### src/rtl/dft_capture_pkg.sv
// ----------------------------------------------------------------------------
// dft_capture_pkg : shared types for the DFT output capture stage.  Rev 1.0
// ----------------------------------------------------------------------------
`default_nettype none

package dft_capture_pkg;

  localparam int DFT_FRAME_CYCLES = 32;

  typedef enum logic [1:0] {
    IDLE    = 2'd0,
    CAPTURE = 2'd1,
    HOLD    = 2'd2
  } cap_state_e;

  typedef logic [63:0] dft_beat_t;

endpackage

`default_nettype wire

### src/rtl/dft_out_capture_if.sv
// ----------------------------------------------------------------------------
// dft_out_capture_if : core stream, host handshake and read port bundle.  Rev 1.0
// ----------------------------------------------------------------------------
`default_nettype none

interface dft_out_capture_if
  import dft_capture_pkg::*;
#(
  parameter int FRAME_CYCLES = DFT_FRAME_CYCLES,
  parameter int AW           = $clog2(FRAME_CYCLES)
);
  logic            next_out;
  logic [15:0]     Y0;
  logic [15:0]     Y1;
  logic [15:0]     Y2;
  logic [15:0]     Y3;
  logic            frame_ack;
  logic            clr_err;
  logic [AW-1:0]   rd_addr;
  dft_beat_t       rd_data;
  logic            frame_valid;
  logic            busy;
  logic            overrun_err;
  logic [15:0]     frame_cnt;

  modport master (
    output next_out, Y0, Y1, Y2, Y3, frame_ack, clr_err, rd_addr,
    input  rd_data, frame_valid, busy, overrun_err, frame_cnt
  );

  modport slave (
    input  next_out, Y0, Y1, Y2, Y3, frame_ack, clr_err, rd_addr,
    output rd_data, frame_valid, busy, overrun_err, frame_cnt
  );
endinterface

`default_nettype wire

### src/rtl/dft_capture_ram.sv
// ----------------------------------------------------------------------------
// dft_capture_ram : simple dual-port frame buffer, sync write, registered read.  Rev 1.0
// ----------------------------------------------------------------------------
`default_nettype none

module dft_capture_ram
  import dft_capture_pkg::*;
#(
  parameter int DEPTH = DFT_FRAME_CYCLES,
  parameter int AW    = $clog2(DEPTH)
) (
  input  wire logic    clk,
  input  wire logic    we_i,
  input  wire [AW-1:0] waddr_i,
  input  dft_beat_t    wdata_i,
  input  wire [AW-1:0] raddr_i,
  output dft_beat_t    rdata_o
);

  dft_beat_t mem_q [DEPTH];
  dft_beat_t rdata_q;

  always_ff @(posedge clk) begin
    if (we_i) begin
      mem_q[waddr_i] <= wdata_i;
    end
    rdata_q <= mem_q[raddr_i];
  end

  assign rdata_o = rdata_q;

endmodule

`default_nettype wire

### src/rtl/dft_out_capture.sv
// ----------------------------------------------------------------------------
// dft_out_capture : captures one DFT output frame and serves it to the host.  Rev 1.0
// ----------------------------------------------------------------------------
`default_nettype none

module dft_out_capture
  import dft_capture_pkg::*;
#(
  parameter int FRAME_CYCLES = DFT_FRAME_CYCLES,
  parameter int AW           = $clog2(FRAME_CYCLES)
) (
  input  wire logic         clk,
  input  wire logic         reset,
  dft_out_capture_if.slave  bus
);

  localparam logic [AW-1:0] LAST_BEAT = AW'(FRAME_CYCLES - 1);

  cap_state_e    state_q;
  logic [AW-1:0] beat_q;
  logic          frame_valid_q;
  logic          busy_q;
  logic          overrun_q;
  logic [15:0]   frame_cnt_q;
  logic          rd_en_q;

  logic          ram_we;
  logic          addr_ok;
  dft_beat_t     ram_rdata;

  // A restart pulse carries no beat, so nothing is written on that cycle.
  assign ram_we = (state_q == CAPTURE) && !bus.next_out;

  generate
    if ((1 << AW) == FRAME_CYCLES) begin : g_addr_full
      assign addr_ok = 1'b1;
    end else begin : g_addr_cmp
      assign addr_ok = ({1'b0, bus.rd_addr} < (AW+1)'(FRAME_CYCLES));
    end
  endgenerate

  dft_capture_ram #(
    .DEPTH (FRAME_CYCLES),
    .AW    (AW)
  ) u_ram (
    .clk     (clk),
    .we_i    (ram_we),
    .waddr_i (beat_q),
    .wdata_i ({bus.Y0, bus.Y1, bus.Y2, bus.Y3}),
    .raddr_i (bus.rd_addr),
    .rdata_o (ram_rdata)
  );

  always_ff @(posedge clk) begin
    if (reset) begin
      state_q       <= IDLE;
      beat_q        <= '0;
      frame_valid_q <= 1'b0;
      busy_q        <= 1'b0;
      overrun_q     <= 1'b0;
      frame_cnt_q   <= '0;
      rd_en_q       <= 1'b0;
    end else begin
      rd_en_q <= frame_valid_q && addr_ok;
      // Clear first so a coincident overrun below takes priority.
      if (bus.clr_err) begin
        overrun_q <= 1'b0;
      end
      case (state_q)
        IDLE: begin
          if (bus.next_out) begin
            state_q <= CAPTURE;
            beat_q  <= '0;
            busy_q  <= 1'b1;
          end
        end
        CAPTURE: begin
          if (bus.next_out) begin
            overrun_q <= 1'b1;
            beat_q    <= '0;
          end else if (beat_q == LAST_BEAT) begin
            state_q       <= HOLD;
            busy_q        <= 1'b0;
            frame_valid_q <= 1'b1;
            frame_cnt_q   <= frame_cnt_q + 16'd1;
          end else begin
            beat_q <= beat_q + AW'(1);
          end
        end
        HOLD: begin
          if (bus.frame_ack) begin
            frame_valid_q <= 1'b0;
            if (bus.next_out) begin
              state_q <= CAPTURE;
              beat_q  <= '0;
              busy_q  <= 1'b1;
            end else begin
              state_q <= IDLE;
            end
          end else if (bus.next_out) begin
            overrun_q <= 1'b1;
          end
        end
        default: begin
          state_q <= IDLE;
        end
      endcase
    end
  end

  assign bus.rd_data     = rd_en_q ? ram_rdata : '0;
  assign bus.frame_valid = frame_valid_q;
  assign bus.busy        = busy_q;
  assign bus.overrun_err = overrun_q;
  assign bus.frame_cnt   = frame_cnt_q;

endmodule

`default_nettype wire

### src/flat_wrapper.sv
// flat-port wrapper written by rule: the top's interface ports become plain ports
module dft_out_capture_flat import dft_capture_pkg::*;
#(
  parameter int FRAME_CYCLES = DFT_FRAME_CYCLES,
  parameter int AW           = $clog2(FRAME_CYCLES)
)
  (clk, reset, bus_next_out, bus_Y0, bus_Y1, bus_Y2, bus_Y3, bus_frame_ack, bus_clr_err, bus_rd_addr, bus_rd_data, bus_frame_valid, bus_busy, bus_overrun_err, bus_frame_cnt);
  dft_out_capture_if #(.FRAME_CYCLES(FRAME_CYCLES), .AW(AW)) bus_i ();
  input  wire logic clk;
  input  wire logic reset;
  input wire logic [$bits(bus_i.next_out)-1:0] bus_next_out;
  input wire logic [$bits(bus_i.Y0)-1:0] bus_Y0;
  input wire logic [$bits(bus_i.Y1)-1:0] bus_Y1;
  input wire logic [$bits(bus_i.Y2)-1:0] bus_Y2;
  input wire logic [$bits(bus_i.Y3)-1:0] bus_Y3;
  input wire logic [$bits(bus_i.frame_ack)-1:0] bus_frame_ack;
  input wire logic [$bits(bus_i.clr_err)-1:0] bus_clr_err;
  input wire logic [$bits(bus_i.rd_addr)-1:0] bus_rd_addr;
  output wire logic [$bits(bus_i.rd_data)-1:0] bus_rd_data;
  output wire logic [$bits(bus_i.frame_valid)-1:0] bus_frame_valid;
  output wire logic [$bits(bus_i.busy)-1:0] bus_busy;
  output wire logic [$bits(bus_i.overrun_err)-1:0] bus_overrun_err;
  output wire logic [$bits(bus_i.frame_cnt)-1:0] bus_frame_cnt;
  assign bus_i.next_out = bus_next_out;
  assign bus_i.Y0 = bus_Y0;
  assign bus_i.Y1 = bus_Y1;
  assign bus_i.Y2 = bus_Y2;
  assign bus_i.Y3 = bus_Y3;
  assign bus_i.frame_ack = bus_frame_ack;
  assign bus_i.clr_err = bus_clr_err;
  assign bus_i.rd_addr = bus_rd_addr;
  assign bus_rd_data = bus_i.rd_data;
  assign bus_frame_valid = bus_i.frame_valid;
  assign bus_busy = bus_i.busy;
  assign bus_overrun_err = bus_i.overrun_err;
  assign bus_frame_cnt = bus_i.frame_cnt;
  dft_out_capture #(.FRAME_CYCLES(FRAME_CYCLES), .AW(AW)) u_core (.clk(clk), .reset(reset), .bus(bus_i));
endmodule
### config.mk
export PLATFORM = sky130hd
export DESIGN_NAME = dft_out_capture_flat
export DESIGN_NICKNAME = d
export VERILOG_FILES = /design/src/rtl/dft_capture_pkg.sv /design/src/rtl/dft_out_capture_if.sv /design/src/rtl/dft_capture_ram.sv /design/src/rtl/dft_out_capture.sv /design/src/flat_wrapper.sv
export SDC_FILE = /design/constraint.sdc
export NUM_CORES = 2
export LEC_CHECK = 0
export CORE_ASPECT_RATIO = 1.75
export CORE_UTILIZATION = 55
export DETAILED_ROUTE_END_ITERATION = 7
export GPL_TIMING_DRIVEN = 0
export PLACE_DENSITY = 0.75
export SLEW_MARGIN = 20
export SYNTH_ARGS = -nofsm -noshare
export SYNTH_HDL_FRONTEND = slang
export SYNTH_HIERARCHICAL = 1
export SYNTH_SLANG_ARGS = --single-unit
### constraint.sdc
create_clock -name clk -period 16.6 [get_ports clk]
set_input_delay 4.98 -clock clk [delete_from_list [all_inputs] [get_ports clk]]
set_output_delay 4.98 -clock clk [all_outputs]
set_load 0.02 [all_outputs]
==> impl_metrics.toml <==
[clock_network]
cts_setup_buffers = 0
cts_tree = "done"
clock_path_buffers = 3
cts_resized = 0
root_buffer = "clkbuf_16"
cts.clk_slew.worst_paths_ns = 0.07
clk_latency_ns = 0.81
cts_max_level = 4
cts.hold.buffers_added = 0
cts_made_buffers = 177
cts.sinks = 2139

[synthesis]
synthesis.area_sq_mm = 0.08076
synth_area_leaders = "edfxtp_1 76%, mux4_2 17%, dfxtp_1 2.3%"
syn-num-nets = 3420
synthArstFlopShare = 0
synth_largest_area_cell = "edfxtp_1"
synth_sequential_area_ratio = 0.7841
synth_edf_count = 2048
synth_cell_types = 49
yosysWarnings = 6
ys_seq_elements = 2139
netlist_instances = 3337
synth_ff_type = "edfxtp_1"
syn_area_per_cell_sq_um = 24.20
yosysTopAreaCellShare = 0.7615

[routing]
drt_wl_total_mm = 225.0
initialDrtViolationCount = 5386
via_per_inst = 6.918
num_vias = 40340
wl_per_cell_um = 38.59
drcViolationCount = 0
dr.pass1.iters = 5
ant_nets = 0

[power_and_ir_drop]
p_per_area_mw_per_mm2 = 112.7
seqPwrFrac = 0.562
p_int_w = 0.008363
p_sw_frac = 0.2106
p_comb_frac = 0.053
p_sw_w = 0.002230
total_power_w = 0.01059
p_clk_frac = 0.385
power.leakage_nw = 29.37
ir_worst_vdd_v = 0.0001061

[setup_path]
end_kind = "primary output"
r2r-start = "u_core/state_q[0]$_SDFFE_PP0P_"
cp-endpoint = "bus_rd_data[47]"
critPathRequiredTime_ns = 11.62
crit_arrival_ns = 3.54
critPathLaunchType = "flip-flop"
timing.rr.end = "u_core/u_ram/mem_q[16][10]$_DFFE_PP_"
path_class = "reg -> out"
ff2ff_path_depth = 10
critPathMaxFanout = 10
r2r_setup_slack_ns = 12.83
cp-startpoint = "u_core/rd_en_q$_SDFF_PP0_"

[cells_and_area]
final_util = 0.6464
drive_gt1_frac = 0.3049
fin_nets = 3897
synthToLayoutAreaGrowth_pct = 16.36

[timing]
max-slew-margin-rel = 0.1612
post-route-period-util = 0.5131
fin_setup_tns_ns = 0
clock_skew_ns = 0.03534
finalHoldViolations = 0
fin_hold_ws_ns = 0.5219
finalWorstPathRequiredPeriod_ns = 8.517
rsz0062_at_grt = "no"
fmax_ghz = 0.1174
setup_viol = 0
slew_violations = 0
tightest_slew_ns = 1.258

[placement]
port_buffers = 151
dp_hpwl_mm = 144.1
place_congestion = 0.7689

[floorplanning]
ios = 157
die_area_sq_mm = 0.1484
die_height_um = 508.9
num_rows = 185
start_util = 0.5556
core_area_sq_mm = 0.1454
die_w_um = 291.7

[min_path]
hold_path.class = "reg -> reg"

[global_routing]
grt_overflow = 0
antenna_found_initial = 17
grt_use_total = 0.3087
first_global_vias = 41317
grt_pass1_wl_mm = 312.4
grt_max_degree = 33

[flow_run]
cap_viol_max_count = 0

[status]
status = "complete, no violations"
==> Yosys cell counts (4+ instances only) <==
| library cell | n |
|---|---|
| buf_6 | 4 |
| edfxtp_1 | 2048 |
| o211ai_1 | 4 |
| nand2b_1 | 9 |
| clkbuf_1 | 72 |
| ha_1 | 9 |
| xor2_1 | 4 |
| nand3b_1 | 7 |
| nor2b_1 | 5 |
| buf_4 | 9 |
| mux2i_1 | 48 |
| nand3_1 | 7 |
| a211oi_1 | 7 |
| o21ai_0 | 12 |
| a21oi_1 | 13 |
| o22ai_1 | 14 |
| buf_2 | 67 |
| a221oi_1 | 18 |
| a22oi_1 | 5 |
| mux2_2 | 78 |
| nor2_1 | 58 |
| and2_1 | 71 |
| nand2_1 | 6 |
| dfxtp_1 | 91 |
| mux4_2 | 594 |
| inv_1 | 10 |
| xnor2_1 | 6 |
| buf_1 | 20 |
==> final cells by class <==
type	instances	area (sq um)
Clock buffer	244	4863
Clock inverter	77	659.4
Antenna cell	5	12.51
Timing Repair Buffer	298	5069
Inverter	10	37.54
Tap cell	1870	2340
Buffer	172	819.5
Multi-Input combinational cell	1016	16850
Sequential cell	2139	63320
Fill cell	8904	51390
==> how the worst min path moves through the flow <==
stage / start / end / slack, ns / cells after the start
3_5_place_dp: u_core/bus.frame_cnt[1]$_SDFFE_PP0P_ / u_core/bus.frame_cnt[1]$_SDFFE_PP0P_ / 0.50 / 2
3_3_place_gp: u_core/bus.frame_cnt[12]$_SDFFE_PP0P_ / u_core/bus.frame_cnt[12]$_SDFFE_PP0P_ / 0.49 / 2
6_report: u_core/bus.frame_cnt[12]$_SDFFE_PP0P_ / u_core/bus.frame_cnt[12]$_SDFFE_PP0P_ / 0.52 / 2
5_1_grt: u_core/bus.frame_cnt[14]$_SDFFE_PP0P_ / u_core/bus.frame_cnt[14]$_SDFFE_PP0P_ / 0.55 / 2
2_1_floorplan: u_core/state_q[0]$_SDFFE_PP0P_ / u_core/state_q[0]$_SDFFE_PP0P_ / 0.53 / 2
4_1_cts: u_core/bus.frame_cnt[14]$_SDFFE_PP0P_ / u_core/bus.frame_cnt[14]$_SDFFE_PP0P_ / 0.52 / 2
==> layer usage <==
metal	GRT usage	vias up	share of wire	wire, um
li1	-	15229	-	-
met5	0	-	0.00051	115
met4	0.1599	18	0.061	13620
met1	0.3726	21328	0.32	72100
met3	0.06526	730	0.11	24270
met2	0.5260	3035	0.51	114900
==> through the flow <==
stage	cells	instance area, sq um	setup slack [ns]
2_1_floorplan	3337	80760	7.531
3_3_place_gp	5358	84610	2.065
3_5_place_dp	5504	88430	7.995
4_1_cts	5825	93950	7.753
5_1_grt	5828	93960	7.974
6_report	5831	93970	8.083
==> flip-flops by register name, indices dropped and copies added (netlist names) <==
signal	flops
u_core/u_ram/mem_q	2048
u_core/bus.frame_valid	1
u_core/u_ram/rdata_o	64
u_core/state_q	2
u_core/rd_en_q	1
u_core/bus.frame_cnt	16
u_core/beat_q	5
u_core/bus.busy	1
u_core/bus.overrun_err	1
==> cell usage in the layout (no fill, tap or decap), types with 6 or more instances in the layout <==
master and instances:
nand3b_1 7, mux2_2 78, o21ai_0 12, clkinvlp_4 8, buf_1 15, xnor2_1 6
and2_1 71, clkinv_2 22, clkbuf_2 17, buf_4 9, a221oi_1 18, inv_6 8
edfxtp_1 2048, nand3_1 7, clkbuf_16 179, ha_1 9, nor2_1 26, clkbuf_1 107
nand2b_1 9, mux2i_1 48, clkdlybuf4s50_1 149, nor2_4 32, buf_16 85, bufinv_16 9
a21oi_1 13, buf_2 73, inv_1 10, clkinv_1 25, a211oi_1 7, o22ai_1 14
buf_12 60, dfxtp_1 91, clkbuf_8 14, mux4_2 594, nand2_1 6
==> worst max-delay path: stages (launching register included) <==
cell             delay (ns)
dfxtp_1                0.32
clkbuf_1               0.70
clkbuf_2               0.61
and2_1                 0.38
clkdlybuf4s50_1        0.67
==> logic make-up after synthesis <==
kind of cell               after synthesis  synth area share
adders and majority gates                9          0.001394
buffers and inverters                  182           0.01029
muxes                                  720            0.1825
and+or+nand+nor                        188           0.01297
xor gates and xnor gates                10          0.001084
DFF                                   2139            0.7841
AOI/OAI and AO/OA                       89          0.007731
==> power groups by stage <==
stage / registers [W] / clock network, W / logic [W]
after CTS: 0.00595 / 0.00411 / 0.000560
after floorplan: 0.00606 / 0 / 0.000296
after global routing: 0.00595 / 0.00429 / 0.000580
after detailed placement: 0.00607 / 0 / 0.000551
after global placement: 0.00607 / 0 / 0.000528
final: 0.00595 / 0.00408 / 0.000559
No activity file was read; power rests on OpenSTA's default activity.
